==> src/rtl/spike_train_generator.sv <==
// spike_train_generator: multi-channel gamma-wave spike generator with double-buffered spike times.
// Optional SPIKE_COUNT_EN adds spike_count, the number of channels that fired in the last wave.
module spike_train_generator #(
    parameter int NUM_CH     = 8,
    parameter int TIME_W     = 4,
    parameter int GAMMA_LEN  = 16,
    parameter int PULSE_MODE = 0
) (
    input  logic                     clk,
    input  logic                     rst,
    input  logic                     load_valid,
    output logic                     load_ready,
    input  logic [NUM_CH*TIME_W-1:0] load_times,
    input  logic [NUM_CH-1:0]        load_inhibit,
    input  logic                     start,
    output logic                     busy,
    output logic [TIME_W-1:0]        time_val,
    output logic [NUM_CH-1:0]        spike_out,
    output logic                     gamma_done
`ifdef SPIKE_COUNT_EN
    ,
    output logic [$clog2(NUM_CH+1)-1:0] spike_count
`endif
);
    typedef enum logic {IDLE, RUN} state_t;
    localparam logic [TIME_W:0]   G_LEN     = (TIME_W+1)'(GAMMA_LEN);
    localparam logic [TIME_W-1:0] LAST_SLOT = TIME_W'(GAMMA_LEN - 1);
    state_t                     state, state_nxt;
    logic                       shadow_valid, last, copy, accept;
    logic [NUM_CH*TIME_W-1:0]   shadow_t, act_t, act_t_nxt;
    logic [NUM_CH-1:0]          shadow_inh, act_inh, act_inh_nxt, spike_nxt;
    logic [TIME_W-1:0]          time_nxt;

    function automatic logic [NUM_CH-1:0] spikes(input logic [NUM_CH*TIME_W-1:0] t,
                                                 input logic [NUM_CH-1:0] inh,
                                                 input logic [TIME_W-1:0] tv);
        logic [NUM_CH-1:0] s;
        logic [TIME_W-1:0] ti;
        s = '0;
        for (int i = 0; i < NUM_CH; i++) begin
            ti = t[i*TIME_W +: TIME_W];
            s[i] = !inh[i] && ({1'b0, ti} < G_LEN) && ((PULSE_MODE != 0) ? (tv == ti) : (tv >= ti));
        end
        return s;
    endfunction

    assign load_ready = !shadow_valid;
    assign busy       = (state == RUN);

    // A load accepted this cycle lands in the shadow after the copy decision, so it cannot feed it.
    always_comb begin
        accept      = load_valid && !shadow_valid;
        last        = (state == RUN) && (time_val == LAST_SLOT);
        copy        = shadow_valid && (((state == IDLE) && start) || last);
        state_nxt   = copy ? RUN : (last ? IDLE : state);
        time_nxt    = ((state == RUN) && !last) ? time_val + TIME_W'(1) : '0;
        act_t_nxt   = copy ? shadow_t : act_t;
        act_inh_nxt = copy ? shadow_inh : act_inh;
        spike_nxt   = (state_nxt == RUN) ? spikes(act_t_nxt, act_inh_nxt, time_nxt) : '0;
    end

    always_ff @(posedge clk) begin
        if (rst) begin
            state        <= IDLE;
            shadow_valid <= 1'b0;
            shadow_t     <= '0;
            shadow_inh   <= '0;
            act_t        <= '0;
            act_inh      <= '0;
            time_val     <= '0;
            spike_out    <= '0;
            gamma_done   <= 1'b0;
        end else begin
            state        <= state_nxt;
            shadow_valid <= accept || (shadow_valid && !copy);
            if (accept) begin
                shadow_t   <= load_times;
                shadow_inh <= load_inhibit;
            end
            act_t        <= act_t_nxt;
            act_inh      <= act_inh_nxt;
            time_val     <= time_nxt;
            spike_out    <= spike_nxt;
            gamma_done   <= last;
        end
    end

`ifdef SPIKE_COUNT_EN
    localparam int CW = $clog2(NUM_CH + 1);
    logic [NUM_CH-1:0] seen, seen_all;
    logic [CW-1:0]     cnt;

    // seen_all folds in the final slot's spikes, which are still only in spike_out.
    always_comb begin
        seen_all = seen | spike_out;
        cnt = '0;
        for (int i = 0; i < NUM_CH; i++) cnt = cnt + CW'(seen_all[i]);
    end

    always_ff @(posedge clk) begin
        if (rst) begin
            seen        <= '0;
            spike_count <= '0;
        end else begin
            seen        <= last ? '0 : seen_all;
            spike_count <= last ? cnt : spike_count;
        end
    end
`endif
endmodule

==> config.mk <==
export PLATFORM = sky130hd
export DESIGN_NAME = spike_train_generator
export DESIGN_NICKNAME = d
export VERILOG_FILES = /design/src/rtl/spike_train_generator.sv
export SDC_FILE = /design/constraint.sdc
export NUM_CORES = 1
export LEC_CHECK = 0
export ABC_CLOCK_PERIOD_IN_PS = 2600
export CORE_ASPECT_RATIO = 1.1
export CORE_UTILIZATION = 35
export CTS_BUF_LIST = sky130_fd_sc_hd__clkbuf_8
export DETAILED_ROUTE_END_ITERATION = 12
export GPL_TIMING_DRIVEN = 0
export PLACE_DENSITY = 0.65
export SLEW_MARGIN = 20
export SYNTH_ARGS = -nofsm -noshare
export SYNTH_HDL_FRONTEND = slang
export SYNTH_SLANG_ARGS = --single-unit
==> constraint.sdc <==
create_clock -name clk -period 2.6 [get_ports clk]
set_clock_uncertainty 0.1 [all_clocks]
set_input_delay 0.52 -clock clk [delete_from_list [all_inputs] [get_ports clk]]
set_output_delay 0.52 -clock clk [all_outputs]
set_load 0.02 [all_outputs]
==> metrics.txt, run 1 <==
first-pass GRT wire length 16.0 mm; max_cap viols 0; First-pass DRT Iterations 4; WP data arrival 2.77 ns; gr ovfl total 0; die width approximately 100 um; Yosys cell types 30; initial antenna violation count 0; IO Count 59; critical path startpoint category flop; CTS Sinks 95; CTS Hold Bufs 0; clk_lat worst skew 0.37 ns; CP delay by family, top compound AO/OA/AOI/OAI gates; remaining antenna violation count 0; DRT iter0 DRCs 121; Max-slew headroom 49.2%; Syn Area/Cell ~9.5 um2; Core Util, Final 51.3%; failing checks setup timing; vias per cell approximately 4.9; CP max FO 5; Nets 591; via count 3,242; Power Density 521 mW/mm2; post-synthesis cell count 426; Critical Path RT 2.76 ns; area added between synthesis and finish 40.7%; vias in the first global route 3,245; maximum VDD drop between 0.3 and 0.4 mV; WL/cell ~15 um; CTS tree built; Rows 40; Hold Crit Depth 2; TNS Setup -0.00834 ns; highest-count cells in the layout ignoring fill and taps dfxtp_1, nand2_1, clkdlybuf4s50_1, a21oi_1, nor2_1; core region area 0.0111 mm2; Synth Cell Area 0.00405 mm2; HP Class reg2reg; syn_nets 503; ANT cells 0; clock-pin slew of the registers on the worst-case setup and hold paths 0.09 ns; Synth Register Bits between 90 and 100; pin count of the biggest net entering global routing 16; crit-path max cell delay 0.37 ns; period utilization 100%; Leakage Power 2.28 nW; RePlAce Congestion just over 0.8; status finished, violations left; H-tree depth 3; Initial Utilization 36.4%; HPWL after detailed placement ~6.7 mm; crit-path most repeated cell ha_4; share of layout cells above drive strength 1 approximately a fifth; register area share after synthesis between 40 and 50%; Bufs and invs on worst path 1; Final Hold Vio Count 0; final WL 10.0 mm; Slew @ Worst Pin 0.762 ns; YS warnings 0; cell count along the critical path 10; Crit Path Category reg2reg; Total Routing Usage GR 17.3%; Slew Limit Fails 0; IO Port Bufs 57; CP max-delay cell dfxtp_4; Final Cell Area 0.00570 mm2; DP Area around 0.0049 mm2; maximum clock frequency 0.384 GHz; CTS buffer count 9; commonest non-fill, non-tap cell in the layout dfxtp_1; unrepaired setup endpoints after global routing true; Clock Path Buffers 2; post-layout min period about 2.6 ns; Die Ht around 110 um; final-report setup violation count 2; worst hold margin 0.361 ns; Worst setup EP type flop; R2R depth 10; CP cell instances ha_4 -> and4_4 -> o21ai_4 -> buf_12 -> mux2_4 -> ha_4 -> nand2b_4 -> a2111oi_4 -> nor3_2 -> and3_1; DIE AREA 0.0120 mm2; worst slack, placed -0.703 ns; Root Buffer clkbuf_8; Final WS setup -0.00684 ns; DRC 0
-- cell type report --
class	count	area [um2]
timing repair buffer	78	769
clock inverter	7	65.1
multi-input combinational	306	2500
inverter	3	11.3
clock buffer	9	124
tap	147	184
buffer	21	128
fill	1013	5410
sequential	95	1910
-- kinds of logic (layout without fill, tap and decap cells) --
logic type	Yosys count	in the layout	share of synthesized area (%)
AO/OA/AOI/OAI	54	54	7.70
XOR/XNOR	1	1	0.216
adder cells (fa/ha/maj)	33	33	10.2
buffers and inverters	25	118	3.28
flip-flops	95	95	47.0
multiplexers	40	40	11.5
AND/OR/NAND/NOR	178	178	20.1
-- through the flow --
step / cells / total power (W)
2_1_floorplan: 426 / 0.00179
3_3_place_gp: 630 / 0.00194
3_5_place_dp: 630 / 0.00195
4_1_cts: 662 / 0.00295
5_1_grt: 666 / 0.00310
6_report: 666 / 0.00297
-- power by group --
group / total [W] / switching [W] / internal, W
combinational: 0.000448 / 0.000212 / 0.000236
sequential: 0.00155 / 0.0000397 / 0.00151
clock: 0.000966 / 0.000525 / 0.000440
-- Yosys cell counts --
master,n,share of area [%]
a2111oi_0,8,1.7
a21oi_1,42,5.2
and2_1,2,0.31
and3_1,9,1.4
and3b_1,1,0.22
and4_4,1,0.28
buf_12,1,0.49
buf_4,1,0.19
buf_6,1,0.28
buf_8,1,0.37
clkbuf_1,18,1.7
dfxtp_1,95,47
ha_1,33,10
inv_1,3,0.28
mux2_2,3,0.83
mux2_4,5,1.9
mux2i_1,22,5.4
mux2i_2,10,3.4
nand2_1,82,7.6
nand2b_1,8,1.2
nand3_1,2,0.25
nor2_1,32,3.0
nor2_2,10,1.5
nor2b_1,12,1.9
nor3_1,17,2.1
nor3b_1,1,0.19
o21ai_0,3,0.37
o21ai_4,1,0.40
or2_2,1,0.15
xor2_1,1,0.22
-- flip-flops by register name (all words and copies together) (netlist names) --
| name | count |
|---|---|
| act_inh | 8 |
| act_t | 32 |
| busy | 1 |
| gamma_done | 1 |
| shadow_inh | 8 |
| shadow_t | 32 |
| shadow_valid | 1 |
| spike_out | 8 |
| time_val | 4 |
-- path summary, 6_finish.rpt --
| kind | start | slack, ns | to |
|---|---|---|---|
| hold reg to reg | shadow_t[27] | 0.36 | shadow_t[27] |
| hold / removal | shadow_t[27] | 0.36 | shadow_t[27] |
| setup / recovery | time_val[1] | -0.007 | spike_out[7] |
| setup reg to reg | time_val[1] | -0.007 | spike_out[7] |
-- what timing repair did --
action / in CTS / in global routing
setup buffers: 16 / 4
resized for setup: 51 / 22
cloned: 1 / 0
endpoints found under the setup margin: 8 / 8
pin swaps: 21 / 13
-- layer usage --
metal  vias up  wire [um]  global-route usage [%]
met5         -          0                       0
met4         0        131                    6.95
met3        11        448                    3.68
met2        78       4920                    29.0
met1      1533       4500                    21.8
li1       1620          -                       -
-- worst min-delay path: stages (launching register included) --
cell and delay, ns:
dfxtp_1 0.32, nand2_1 0.05, a21oi_1 0.05
No activity file was read; power rests on OpenSTA's default activity.
==> inputs of run 2 (changes only) <==
- ABC_AREA: not set -> 0
==> results of run 2 <==
No change in the layout: final DEF, timing and power equal those of run 1.
==> inputs of run 3 (changes only) <==
- ABC_AREA: 0 -> 1
- PLACE_DENSITY: 0.65 -> 0.64
==> metrics.txt, run 3 <==
status complete, no violations; Yosys cell types 23; most frequent cells after synthesis nor2_1, dfxtp_1, nand2_1, inv_1, o21ai_0; Nets 711; share of layout cells above drive strength 1 10.2%; leading area contributor after synthesis dfxtp_1; Die Ht 118 um; final-report setup violation count 0; first-pass GRT wire length 17.1 mm; WL/cell 13.3 um; final WL 10.6 mm; Final WS setup 0.127 ns; Top Registers act_t x32, shadow_t x32; Total Routing Usage GR 17.6%; DP Area around 0.005 mm2; Worst setup EP type flop; clock-pin slew of the registers on the worst-case setup and hold paths 0.09 ns; RePlAce Congestion between 0.8 and 0.9; top cell type's share of synthesized area between 40% and 50%; prevailing post-synth register cell dfxtp_1; die width 108 um; cell with the most instances after synthesis nor2_1; WP data arrival 2.63 ns; Root Buffer clkbuf_8; max_cap viols 0; CP cell instances ha_1 -> nand3_1 -> nand2_2 -> buf_6 -> nor2_2 -> ha_1 -> nand2_1 -> nand2_1 -> nand2_1 -> nand3_1 -> nand3_1 -> nor2_1; area added between synthesis and finish 23.7%; DRC 0; CTS buffer count 9; Clock Path Buffers 2; Power Density 615 mW/mm2; CTS tree built; vias in the first global route roughly 3.7k; Synth Register Bits 95; Crit Path Category reg2reg; Syn Area/Cell approximately 7.6 um2; critical path startpoint category flop; maximum VDD drop ~0.25 mV; Initial Utilization 35.8%; gr ovfl total 0; First-pass DRT Iterations 6; remaining antenna violation count 0; Final Hold Vio Count 0; Slew @ Worst Pin slightly above 0.6 ns; YS warnings 0; pin count of the biggest net entering global routing 16; H-tree depth 3; clk_lat worst skew roughly 0.37 ns; CP max-delay cell nor2_2; post-layout min period 2.47 ns; HPWL after detailed placement 7.70 mm; async set-reset flop share out of synthesis 0%; initial antenna violation count 0; IO Count 59; DIE AREA 0.0127 mm2; via count 3,736; CP max FO 10; Slew Limit Fails 0; Max-slew headroom 59.7%; IO Port Bufs 58; maximum clock frequency 0.404 GHz; vias per cell about 4.7; highest-count cells in the layout ignoring fill and taps nor2_1, dfxtp_1, nand2_1, inv_1, clkdlybuf4s50_1; period utilization 95.1%; Leakage Power around 2.4 nW; CTS Sinks 95; worst slack, placed -0.207 ns; TNS Setup 0 ns; EDFF count, synth 0; register area share after synthesis 44.3%; Critical Path RT 2.75 ns; DRT iter0 DRCs between 150 and 200; Synth Cell Area 0.00429 mm2; Final Cell Area 0.00531 mm2; ANT cells 0; commonest non-fill, non-tap cell in the layout nor2_1; HP Class reg2reg; post-synthesis cell count 563; syn_nets 640; core region area 0.0120 mm2; crit-path max cell delay 0.47 ns; Synth area leaders dfxtp_1, nor2_1, ha_1; CTS Hold Bufs 0; Rows 42
-- run 3: power breakdown --
group          leakage [nW]  internal [W]  switching (W)
logic                  1.56      0.000308       0.000416
registers             0.781       0.00157      0.0000546
clock network        0.0873      0.000396       0.000521
-- run 3: worst max-delay path, delay by kind of cell (launching register included) --
kind / cells / cell delay, ns
flops: 1 / 0.34
buf+inv: 1 / 0.16
fa+ha+maj: 2 / 0.59
simple gates: 9 / 1.17
-- run 3: cell families (layout without fill, tap and decap cells) --
kind of cell | Yosys count | after routing | share of synthesized area, %
adders and majority gates | 33 | 33 | 9.63
buffers and inverters | 98 | 174 | 9.95
and+or+nand+nor | 245 | 245 | 23.2
DFF | 95 | 95 | 44.3
AOI/OAI and AO/OA | 92 | 92 | 12.9
-- run 3: path summary, 6_finish.rpt --
check	from	end	slack, ns	cells after the start
max	time_val[0]	spike_out[4]	0.13	12
min	act_inh[5]	act_inh[5]	0.37	2
max reg2reg	time_val[0]	spike_out[4]	0.13	12
min reg2reg	act_inh[5]	act_inh[5]	0.37	2
-- run 3: layout make-up --
type / count / area (um2)
multi-input combinational: 370 / 1980
tap: 154 / 193
clock inverter: 5 / 32.5
clock buffer: 11 / 151
buffer: 25 / 159
fill: 1235 / 6670
sequential: 95 / 1900
timing repair buffer: 60 / 608
inverter: 73 / 278
-- run 3: timing repair --
item	CTS	global route
setup endpoints to repair	8	8
gates resized for setup	1	7
setup buffers	0	1
-- run 3: per-layer routing --
layer / vias to the layer above / GRT usage (%) / wire (um)
li1: 1918 / - / -
met1: 1701 / 21.0 / 4460
met2: 96 / 29.9 / 5230
met3: 21 / 3.60 / 612
met4: 0 / 8.56 / 278
met5: - / 0 / 0
-- run 3: through the flow --
stage | utilization (%) | std cells | hold WS (ns) | total power [W]
2_1_floorplan | - | 563 | 0.344 | 0.00213
3_3_place_gp | 42.3 | 775 | 0.351 | 0.00234
3_5_place_dp | 42.4 | 776 | 0.356 | 0.00237
4_1_cts | 43.9 | 792 | 0.370 | 0.00328
5_1_grt | 44.3 | 793 | 0.381 | 0.00345
6_report | 44.3 | 793 | 0.371 | 0.00326
